File: src/rtl/button_pulse_gen_pkg.sv
// rtl/button_pulse_gen_pkg.sv - shared state encoding for push-button conditioning blocks
package button_pulse_gen_pkg;

    // Encoding is fixed so later input-conditioning blocks decode states identically.
    typedef enum logic [1:0] {
        IDLE         = 2'd0,
        PRESS_WAIT   = 2'd1,
        HELD         = 2'd2,
        RELEASE_WAIT = 2'd3
    } btn_state_t;

endpackage

File: src/rtl/button_pulse_gen_sync_2ff.sv
// rtl/button_pulse_gen_sync_2ff.sv - two-flop synchronizer for one asynchronous bit
module sync_2ff (
    input  logic clk,
    input  logic rst,
    input  logic d,
    output logic q
);

    logic meta;

    // First flop may go metastable; the second gives it a full cycle to settle.
    always_ff @(posedge clk) begin
        if (rst) begin
            meta <= 1'b0;
            q    <= 1'b0;
        end else begin
            meta <= d;
            q    <= meta;
        end
    end

endmodule

File: src/rtl/button_pulse_gen.sv
// rtl/button_pulse_gen.sv - debounced single-pulse generator with optional hold-to-repeat
module button_pulse_gen
    import button_pulse_gen_pkg::*;
#(
    parameter int DEBOUNCE_CYCLES = 4,
    parameter int REPEAT_DELAY    = 0,
    parameter int REPEAT_PERIOD   = 4,
    parameter int CNT_W           = 8
) (
    input  logic input_CLK,
    input  logic input_RST,
    input  logic input_BTN,
    output logic output_PULSE,
    output logic output_LEVEL
);

    localparam bit             REPEAT_EN = (REPEAT_DELAY > 0);
    localparam logic [CNT_W-1:0] DB_LAST = CNT_W'(DEBOUNCE_CYCLES - 1);
    localparam logic [CNT_W-1:0] RD_LAST = CNT_W'((REPEAT_DELAY > 0) ? REPEAT_DELAY - 1 : 0);
    localparam logic [CNT_W-1:0] RP_LAST = CNT_W'((REPEAT_PERIOD > 0) ? REPEAT_PERIOD - 1 : 0);

    logic             btn_s;
    btn_state_t       state;
    logic [CNT_W-1:0] timer;
    logic             pulse;
    logic             level;
    logic             repeat_first;

    sync_2ff u_sync (
        .clk (input_CLK),
        .rst (input_RST),
        .d   (input_BTN),
        .q   (btn_s)
    );

    // Debounce/repeat FSM; the timer is compared before incrementing and cleared on every
    // transition so it never wraps. The repeat timer idles during a pulse cycle, which keeps
    // repeat pulses from ever landing on adjacent cycles.
    always_ff @(posedge input_CLK) begin
        if (input_RST) begin
            state        <= IDLE;
            timer        <= '0;
            pulse        <= 1'b0;
            level        <= 1'b0;
            repeat_first <= 1'b1;
        end else begin
            pulse <= 1'b0;
            case (state)
                IDLE: begin
                    level <= 1'b0;
                    timer <= '0;
                    if (btn_s) begin
                        state <= PRESS_WAIT;
                    end
                end
                PRESS_WAIT: begin
                    if (!btn_s) begin
                        state <= IDLE;
                        timer <= '0;
                    end else if (timer == DB_LAST) begin
                        state        <= HELD;
                        timer        <= '0;
                        pulse        <= 1'b1;
                        level        <= 1'b1;
                        repeat_first <= 1'b1;
                    end else begin
                        timer <= timer + 1'b1;
                    end
                end
                HELD: begin
                    if (!btn_s) begin
                        state <= RELEASE_WAIT;
                        timer <= '0;
                    end else if (REPEAT_EN && !pulse) begin
                        if (timer == (repeat_first ? RD_LAST : RP_LAST)) begin
                            pulse        <= 1'b1;
                            timer        <= '0;
                            repeat_first <= 1'b0;
                        end else begin
                            timer <= timer + 1'b1;
                        end
                    end
                end
                RELEASE_WAIT: begin
                    if (btn_s) begin
                        state        <= HELD;
                        timer        <= '0;
                        repeat_first <= 1'b1;
                    end else if (timer == DB_LAST) begin
                        state <= IDLE;
                        timer <= '0;
                        level <= 1'b0;
                    end else begin
                        timer <= timer + 1'b1;
                    end
                end
                default: begin
                    state <= IDLE;
                    timer <= '0;
                end
            endcase
        end
    end

    assign output_PULSE = pulse;
    assign output_LEVEL = level;

endmodule
File: config.mk
export PLATFORM = sky130hd
export DESIGN_NAME = button_pulse_gen
export DESIGN_NICKNAME = d
export VERILOG_FILES = /design/src/rtl/button_pulse_gen_pkg.sv /design/src/rtl/button_pulse_gen_sync_2ff.sv /design/src/rtl/button_pulse_gen.sv
export SDC_FILE = /design/constraint.sdc
export NUM_CORES = 1
export LEC_CHECK = 0
export ABC_CLOCK_PERIOD_IN_PS = 2100
export CAP_MARGIN = 20
export CELL_PAD_IN_SITES_DETAIL_PLACEMENT = 1
export CELL_PAD_IN_SITES_GLOBAL_PLACEMENT = 1
export CORE_MARGIN = 2
export CORE_UTILIZATION = 30
export CTS_BUF_LIST = sky130_fd_sc_hd__clkbuf_8
export DETAILED_ROUTE_END_ITERATION = 10
export PLACE_DENSITY = 0.62
export SLEW_MARGIN = 5
export SYNTH_ARGS = -nofsm -noshare
export SYNTH_HDL_FRONTEND = slang
export SYNTH_SLANG_ARGS = --single-unit
File: constraint.sdc
create_clock -name input_CLK -period 2.1 [get_ports input_CLK]
set_input_delay 0.42 -clock input_CLK [delete_from_list [all_inputs] [get_ports input_CLK]]
set_output_delay 0.42 -clock input_CLK [all_outputs]
set_load 0.005 [all_outputs]
# [Word level (Yosys, flattened, before mapping)]
# Cells that the tools add are included.
[totals] wordCells=44 input_bits=3 output_inout_bits=2 register_bits=14
[classes] eq_ne=12 n_reduce_logical=5 n_bitwise=2 n_addsub=1 mux=18
[op_table] op="two-way mux 8 bit" count=4
[op_table] op="case mux 8 bit (4 select lines)" count=1
[op_table] op="two-way mux 2 bit" count=6
[op_table] op="adder 8 x 1 -> 8 bit (second input constant)" count=1
[op_table] op="equality test 8 x 2 -> 1 bit (second input constant)" count=1
[op_table] op="!= test 2 bit (second input constant)" count=4
[op_table] op="case mux 2 bit (4 select lines)" count=1
[op_table] op="two-way mux 1 bit" count=5
[op_table] op="AND reduction 5 bit" count=1
[op_table] op="equality test 2 bit (second input constant)" count=2
[op_table] op="!= test 2 x 1 -> 1 bit (second input constant)" count=2
[op_table] op="AND reduction 4 bit" count=1
[op_table] op="!= test 3 x 2 -> 1 bit (second input constant)" count=1
[op_table] op="!= test 3 bit (second input constant)" count=1
[op_table] op="case mux 1 bit (3 select lines)" count=1
[op_table] op="nonzero test 3 bit" count=1
[op_table] op="OR reduction 3 bit" count=1
[op_table] op="equality test 2 x 1 -> 1 bit (second input constant)" count=1
[op_table] op="logical NOT 2 bit" count=1
[op_table] op="NOT 1 bit" count=2

# [Longest topological paths before layout]
[depth] depth_word=4 mapped_depth=5 depth_no_buf=5

# [Modules after synthesis]
# Synthesis repeated with hierarchy kept, for this count alone.
[unflattened] hier_cells=82 hier_area_um2=762.0
[by_module_without_submodules] mod="button_pulse_gen" cells_per_inst=78 seq_area_each_um2=240.2 instances=1 area_per_inst_um2=709.4
[by_module_without_submodules] mod="sync_2ff" cells_per_inst=4 seq_area_each_um2=40.0 instances=1 area_per_inst_um2=52.6

# [Worst setup path before layout]
# Ideal clock, no wire load.
[synth_path] kind="input-to-reg" start="in timer[0]" end="reg level, in the netlist output_LEVEL" arrival_ns=1.480 setup_time_ns=0.071 required_ns=2.029 path_stages=6 slack_ns=0.549 n_path_buf=0 cell_sequence="dfxtp_1 -> ha_1 -> nor4b_4 -> nand3_4 -> or3b_1 -> a21oi_1"
[synth_between] elab_chain_len=3 word_cells_on_any_way=4 classes_between="eq/ne: 3; reduce/logical: 1"
[synth_lines] item="start, declared" line="button_pulse_gen.sv:24" rtl="logic [CNT_W-1:0] timer;"
[synth_lines] item="equality test 8 x 2 -> 1 bit (*)" line="button_pulse_gen.sv:60, button_pulse_gen.sv:89"
[synth_lines] item="!= test 2 bit (no source line)"
[synth_lines] item="AND reduction 5 bit (no source line) (*)"
[synth_lines] item="end signal, assigned" line="button_pulse_gen.sv:50" rtl="level <= 1'b0;"
[synth_lines] item="end signal, assigned" line="button_pulse_gen.sv:64" rtl="level <= 1'b1;"
[synth_lines] item="end signal, assigned" line="button_pulse_gen.sv:92" rtl="level <= 1'b0;"
[synth_lines] item="end, declared" line="button_pulse_gen.sv:26" rtl="logic level;"
# Mark *: on every way between the ends. The rest lies on a longest branch, timed or not.
# A chain may end at the register's enable or synchronous reset.

# [Final worst setup path]
# Same ends and word-level chain as after synthesis.

==> impl_results.md <==
- CTS resizes: 0
- Pre-Repair DR Iteration Count: 2
- WL met1: 686 um
- Vias in the first global route: 478
- Routability congestion estimate: 0.6975
- IO Count: 5
- Hold path depth: 1
- Routed wl met2: 461 um
- Achievable Freq: 582.4 MHz
- Leakage power summed over all cells: 0.0002690 uW
- Top post-synthesis cells by count: 14 x dfxtp_1, 5 x a31oi_1, 5 x nor2_1, 4 x nand2_1, 4 x nand2b_1
- Routed Wire Length: 1222 um
- Setup slack after placement: 395.4 ps
- End point of the critical path: output_LEVEL
- Core area: 0.002002 mm^2
- Starting density of the core: 0.3231
- Floorplan row count: 16
- Max Slew Vio Count: 0
- Number of remaining DRC errors: 0
- Routed length per placed instance: 12.10 um
- Iteration-0 DRC Markers: 2
- Global-route wire length before repair: 2270 um
- Number of buffers added to fix hold violations after cts: 0
- Leftover overflow at the end of global routing: 0
- Critical register-to-register path endpoint: output_LEVEL
- Clock Tree Root: clkbuf_8
- Die Y: 50.44 um
- Number of enable-type register cells in the synthesized netlist: 0
- Buffers on Ports: 4
- Die X: 50.44 um
- Maximum clock path buffer count: 2
- Sum of negative setup slack: 0 ps
- H-tree depth reported by CTS: 1
- Area of the die: 0.002544 mm^2
- Fraction of final layout cells with drive strength greater than 1: 0.1486
- Routed wl met3: 47 um
- Setup-violating endpoint count in the final report: 0
- Post-route worst hold slack: 436.6 ps
- Number of standard cells after synthesis: 66
- Final Hold Viols: 0
- Worst max-slew margin expressed relative to the limit: 0.6904
- Synthesized area per cell: 9.801 um^2
- HPWL after detailed placement: 883.6 um
- Yosys warns: 0
- Most frequently used flop master after synthesis: dfxtp_1
- Cell types occupying the most area after synthesis: dfxtp_1 43%, a31oi_1 4.8%, xnor2_1 4.1%
- Worst Reg-to-Reg Cells: 5
- Start-to-end type of the worst setup path: flop to flop
- Yosys top cell by area: dfxtp_1
- Netlist area before placement: 646.9 um^2
- Overall global routing resource usage: 0.1213
- Worst supply voltage drop on vdd: 0.3508 mV
- Actual transition at the worst max-transition pin: 461.6 ps
- Post-layout nets: 80
- CTS tree: built
- Critical path data required time: 2280 ps
- Largest fanout on the critical path: 4
- Final period demand of the worst path: 1717 ps
- # clock sinks: 14
- Number of diodes: 0
- Flip-flop and latch count after synthesis: 14
- Period utilization: 0.8177
- Number of violations of the max-capacitance limit: 0
- Sequential-to-total area share from yosys stat: 0.4333
- Min-delay worst type: flop to flop
- Most common cell in the synthesized netlist: dfxtp_1
- Launching element of the worst setup path: timer[0]
- Beginning of the worst register-to-register path: timer[0]
- Setup clock skew after layout: 5.962 ps
- Top layer in use: met4
- Tot Pwr: 500.9 uW
- Drt via density: 4.802
- Post-synth top area share: 0.4333
- Total number of vias: 485
- Setup fix buffers added after clock tree synthesis: 0
- Largest net degree at the start of global routing: 12
- Final antenna-violating net count: 0
- Layout overhead on the synthesized area: 19.54%
- Setup repair after global routing missed its margin: no
- Crit path capture type: flop
- Design Area, Final: 773.2 um^2
- Post-synthesis cell type count: 28
- Share of flip-flops with an asynchronous set or reset after synthesis: 0
- Nature of the critical path startpoint: flop
- TritonCTS buffer count: 3
- Placed inst area: 732.0 um^2
- Power Dens Cells: 647.9 mW/mm^2
- Clock insertion delay at the later pin of the skew report: 250 ps
- Arrival time of data at the critical path endpoint: 1890 ps
- Worst Setup Slack, final: 382.9 ps
- R2r setup slk: 380 ps
- Run status: finished, final reports clean
- Clock input transition at the sequential cells of the worst setup and hold paths: 50 ps
- Net count of the mapped netlist: 70
- Initial antenna violation count: 0
-- metal layers --
layer  global-route usage  vias up
li1                     -      260
met1               0.1694      215
met2               0.1513        6
met3              0.05357        4
met4              0.06757        0
met5                    0        -
-- through the flow --
step	cells	util
after CTS	101	0.3863
after detailed placement	98	0.3656
after global placement	98	0.3656
final	101	0.3863
after floorplan	66	-
after global routing	101	0.3863
-- layout by cell type (no fill, tap or decap), types with 2 or more instances in the layout --
cell type / instances
mux2i_1: 2
nand2b_1: 4
a31oi_1: 5
nand2_1: 4
xnor2_1: 3
nor3_1: 2
nor2b_1: 2
dfxtp_1: 14
buf_4: 2
and3_1: 2
clkdlybuf4s50_1: 4
inv_1: 2
clkbuf_8: 3
nor2_1: 5
a21oi_1: 3
nand3_1: 3
-- cell type report --
class / instances / area (um^2)
inverter: 2 / 7.507
multi-input combinational: 49 / 355.3
sequential: 14 / 280.3
timing repair buffer: 6 / 55.05
tap: 27 / 33.78
clock buffer: 3 / 41.29
fill: 240 / 1229
-- registers in the layout, summed over array words and instances (netlist names), named ones only --
signal        cells
state             1
output_PULSE      1
u_sync.meta       1
timer             8
output_LEVEL      1
u_sync.q          1
-- worst min-delay path by stage --
| stage | from | to |
|---|---|---|
| global route | u_sync.meta | u_sync.q |
| CTS | u_sync.meta | u_sync.q |
| detailed placement | u_sync.meta | u_sync.q |
| finish | u_sync.meta | u_sync.q |
| global placement | u_sync.meta | u_sync.q |
| floorplan | u_sync.meta | u_sync.q |
-- worst max-delay path: stages, from the launching register on --
cell and delay, ps:
dfxtp_1 380, ha_1 240, nor4b_4 360, nand3_4 130
or3b_1 410, a21oi_1 130
-- power by group --
part           switching (uW)  leakage (uW)  total [uW]  internal [uW]
clock network            90.3     0.0000216         217            127
registers                2.10      0.000113         270            268
logic                    6.18      0.000134        13.5           7.36
total                    98.6      0.000269         501            402
-- logic make-up (layout without fill, tap and decap cells) --
family,after synthesis,after routing,synth area share
simple gates,28,28,0.2863
compound gates,15,15,0.1722
flops,14,14,0.4333
xor+xnor,3,3,0.04063
buf+inv,3,11,0.01741
mux,2,2,0.03095
fa+ha+maj,1,1,0.01934
Power figures use the tool's default switching activity.
